File: config.mk
export PLATFORM = sky130hd
export DESIGN_NAME = rotary_encoder
export DESIGN_NICKNAME = d
export VERILOG_FILES = /design/src/rtl/rgb_mixer_pkg.sv /design/src/rtl/sync_2ff.sv /design/src/rtl/rotary_encoder.sv
export SDC_FILE = /design/constraint.sdc
export NUM_CORES = 1
export LEC_CHECK = 0
export BUFFER_PORTS_ARGS = -buffer_cell sky130_fd_sc_hd__buf_2
export CORE_MARGIN = 1
export CORE_UTILIZATION = 40
export CTS_CLUSTER_SIZE = 25
export DETAILED_ROUTE_END_ITERATION = 6
export PLACE_DENSITY_LB_ADDON = 0.1
export SYNTH_ARGS = -nofsm -noshare
export SYNTH_HDL_FRONTEND = slang
export SYNTH_SLANG_ARGS = --single-unit
File: constraint.sdc
create_clock -name clk -period 6.6 [get_ports clk]
set_input_delay 0.66 -clock clk [delete_from_list [all_inputs] [get_ports clk]]
set_output_delay 0.66 -clock clk [all_outputs]
set_load 0.005 [all_outputs]
File: src/rtl/rgb_mixer_pkg.sv
// Shared definitions for the RGB mixer encoder input path.
// Provides the default count width, the {A,B} quadrature pair type,
// the four Gray-code state constants and the x1 step decode helpers.
package rgb_mixer_pkg;

  localparam int unsigned COUNT_W = 8;

  // Quadrature pair, bit order {A,B}
  typedef logic [1:0] quad_t;

  localparam quad_t Q_00 = 2'b00;
  localparam quad_t Q_10 = 2'b10;
  localparam quad_t Q_11 = 2'b11;
  localparam quad_t Q_01 = 2'b01;

  // CW step: A rises while B is low
  function automatic logic is_inc(input quad_t prev, input quad_t cur);
    return (prev == Q_00) && (cur == Q_10);
  endfunction

  // CCW step: A rises while B is high
  function automatic logic is_dec(input quad_t prev, input quad_t cur);
    return (prev == Q_01) && (cur == Q_11);
  endfunction

endpackage

File: src/rtl/sync_2ff.sv
// Generic single-bit synchroniser with asynchronous active-high reset.
// Ports:
//   clk - destination clock
//   rst - async active-high reset, clears every stage
//   d   - asynchronous input
//   q   - synchronised output (last flop of the chain)
module sync_2ff #(
  parameter int unsigned STAGES = 2
) (
  input  logic clk,
  input  logic rst,
  input  logic d,
  output logic q
);

  logic [STAGES-1:0] chain;

  // Shift chain; new sample enters at bit 0
  always_ff @(posedge clk or posedge rst) begin
    if (rst) begin
      chain <= '0;
    end else begin
      chain <= {chain[STAGES-2:0], d};
    end
  end

  assign q = chain[STAGES-1];

endmodule

File: src/rtl/rotary_encoder.sv
// Quadrature decoder for a mechanical rotary encoder.
// Synchronises A/B, decodes one step per detent (x1) and keeps an
// 8-bit saturating value feeding one colour-channel intensity.
// Ports:
//   clk   - system clock, rising edge
//   rst   - async active-high reset
//   A, B  - encoder channels, asynchronous to clk
//   count - current encoder value, unsigned, registered
module rotary_encoder
  import rgb_mixer_pkg::*;
#(
  parameter int unsigned SYNC_STAGES = 2,
  parameter int unsigned COUNT_W     = rgb_mixer_pkg::COUNT_W
) (
  input  logic               clk,
  input  logic               rst,
  input  logic               A,
  input  logic               B,
  output logic [COUNT_W-1:0] count
);

  localparam logic [COUNT_W-1:0] COUNT_MAX = {COUNT_W{1'b1}};

  logic               a_s;
  logic               b_s;
  quad_t              cur;
  quad_t              prev;
  logic [COUNT_W-1:0] next_count;

  sync_2ff #(.STAGES(SYNC_STAGES)) u_sync_a (
    .clk (clk),
    .rst (rst),
    .d   (A),
    .q   (a_s)
  );

  sync_2ff #(.STAGES(SYNC_STAGES)) u_sync_b (
    .clk (clk),
    .rst (rst),
    .d   (B),
    .q   (b_s)
  );

  assign cur = {a_s, b_s};

  // Previous-state register; tracks every transition, legal or not
  always_ff @(posedge clk or posedge rst) begin
    if (rst) begin
      prev <= Q_00;
    end else begin
      prev <= cur;
    end
  end

  // Saturating step; illegal double-bit changes match neither pattern
  always_comb begin
    next_count = count;
    if (is_inc(prev, cur) && (count != COUNT_MAX)) begin
      next_count = count + COUNT_W'(1);
    end else if (is_dec(prev, cur) && (count != '0)) begin
      next_count = count - COUNT_W'(1);
    end
  end

  always_ff @(posedge clk or posedge rst) begin
    if (rst) begin
      count <= '0;
    end else begin
      count <= next_count;
    end
  end

endmodule

==> run metrics <==
nets=103; top post-synthesis cells by area=dfrtp_1 41%, ha_1 8.8%, mux2_2 7.9%; Final period util=38.0%; CTS resizes=0; 1st-pass router iterations=4; Worst-path clk slew=0.08 ns; share of cells above drive strength 1=29.7%; peak supply drop=0.312 mV; Starting Density=43.2%; CP Class=flop to flop; Post-synth EDFFs=0; maxcap violations=0; largest net degree at the start of global routing=15; CTS buffer count=3; die width=48.3 µm; main flop type after synthesis=dfrtp_1; Final Core Density=49.5%; final setup fails=0; sequential element share of the synthesized area=40.9%; Diodes inserted=0; DRT Wirelength=1640 µm; CTS tree=done; hold crit path type=flop to flop; most frequent cell after synthesis=dfrtp_1; Site Rows=16; Final Hold Fails=0; type of destination of the critical path=flop; Synth Net Count=87; data required time of the critical path=6.77 ns; cts hold-fix bufs=0; area of the die=2330 µm²; post-synth top area share=40.9%; clk sinks=14; First DRT Iteration DRCs=8; cell count after synthesis=76; f_max=398 MHz; Root Driver=clkbuf_4; Yosys top cell by area=dfrtp_1; vias post-DR=645; I/O Pins=12; Post-Syn Area per Cell=11.3 µm²; synth-to-layout area growth=14.6%; Synth top cells by count=14 x dfrtp_1, 6 x ha_1, 6 x mux2_2; CTS Buffer Depth=2; gr ovfl total=0; Final GP Congestion=0.827; critical path peak fanout=9; RSZ-0062 raised after global routing=false; Skew-Pair Late Insertion Delay=0.28 ns; pwr dens=469 nW/µm²; Cell Area, Placed=945 µm²; fin crit period=2.51 ns; status=finished clean; first-pass GRT wire length=2650 µm; initial antenna violation count=0; Fillers=189; HPWL after DPL=1210 µm; number of global-route vias before repair=541; Seq cells post-synth=14; H-tree depth=1; Yosys cell types=32; global-route usage over all layers=16.8%; Final ANT Viol Nets=0; total power=0.000461 W; Slew Limit Fails=0; Rel. slew slack=65.5%; post-route cell area=981 µm²; Worst Setup Start Kind=flop; post-synthesis async set-or-reset flop share=100%; CP Data Arrival Time=2.68 ns; Post-CTS Setup Repair Bufs=0; core area=1980 µm²; final non-filler cell total=118; Least-Margin Pin Slew=0.517 ns; Residual DRC=0; Ys Warns=0; vias per cell=5.47; Port-buffer cells=11; area of the mapped netlist=856 µm²; Final TNS setup=0 ns; leakage power=0.419 nW; Worst Clk Skew=0.00133 ns; DP Cell Count=114; Wirelength per Cell=13.9 µm; Die H=48.3 µm
power breakdown:
part	total [W]	internal, W	switching (W)
sequential	0.000154	0.000112	0.0000416
clock	0.0000613	0.0000335	0.0000278
combinational	0.000245	0.000123	0.000123
total	0.000461	0.000268	0.000192
through the flow:
stage	setup slack, ns	hold WS [ns]
after global routing	3.91	0.364
final	4.09	0.355
after CTS	4.11	0.357
after floorplan	4.40	0.331
after global placement	4.13	0.333
after detailed placement	4.12	0.337
critical path: stages (launching register included):
cell	delay, ns
dfrtp_1	0.39
nor4b_2	0.36
o21ai_2	0.23
fa_1	0.48
a211oi_1	0.38
or4b_1	0.18
o2111ai_1	0.11
mux2_2	0.28
cell families after synthesis:
kind of cell / count (synthesis) / synth area share [%]
AOI/OAI and AO/OA: 20 / 16.1
xor gates and xnor gates: 4 / 4.09
adders and majority gates: 7 / 11.1
buffers and inverters: 3 / 1.32
DFF: 14 / 40.9
muxes: 6 / 7.89
and+or+nand+nor: 22 / 18.6
sequential cells by signal (all words and copies together), names as in the netlist:
signal / cells
u_sync_a.chain: 2
u_sync_b.chain: 2
count: 8
prev: 2
final cells by class:
cell class	count	area, µm²	share of cell area, %
Timing Repair Buffer	11	55.1	5.61
Clock buffer	4	36.3	3.70
Tap cell	27	33.8	3.44
Inverter	3	11.3	1.15
Multi-Input combinational cell	59	494	50.4
Sequential cell	14	350	35.7
metal layers:
layer,vias up,routed length [µm],track usage (%)
li1,330,-,-
met1,303,880,27.0
met2,10,709,21.3
met3,2,40,3.33
met4,0,8,6.67
met5,-,0,0
worst paths after layout:
check,cells past startpoint,slack [ns],startpoint,to
worst max-delay path,7,4.09,prev[0],count[6]
worst min register to register,0,0.36,u_sync_b.chain[0],u_sync_b.chain[1]
worst max register to register,7,4.09,prev[0],count[6]
worst min-delay path,0,0.36,u_sync_b.chain[0],u_sync_b.chain[1]
max in group asynchronous,2,5.86,rst,count[2]
min in group asynchronous,2,0.40,rst,u_sync_b.chain[1]
cell usage in the layout, fill, tap and decap left out, types with 2 or more instances in the layout:
cell      Yosys  routed
inv_1         3       3
nand4b_1      2       2
nor3b_1       2       2
mux2_2        6       6
a21o_2        2       2
dfrtp_1      14      14
buf_2         0      11
xnor2_1       2       2
nor2_1        2       2
o21ai_0       5       5
a211oi_1      2       2
ha_1          6       6
nand4_1       4       4
xor2_1        2       2
nor4_1        3       3
clkbuf_4      0       3
a21oi_1       3       3
or4b_1        2       2
No activity file was read; power rests on OpenSTA's default activity.
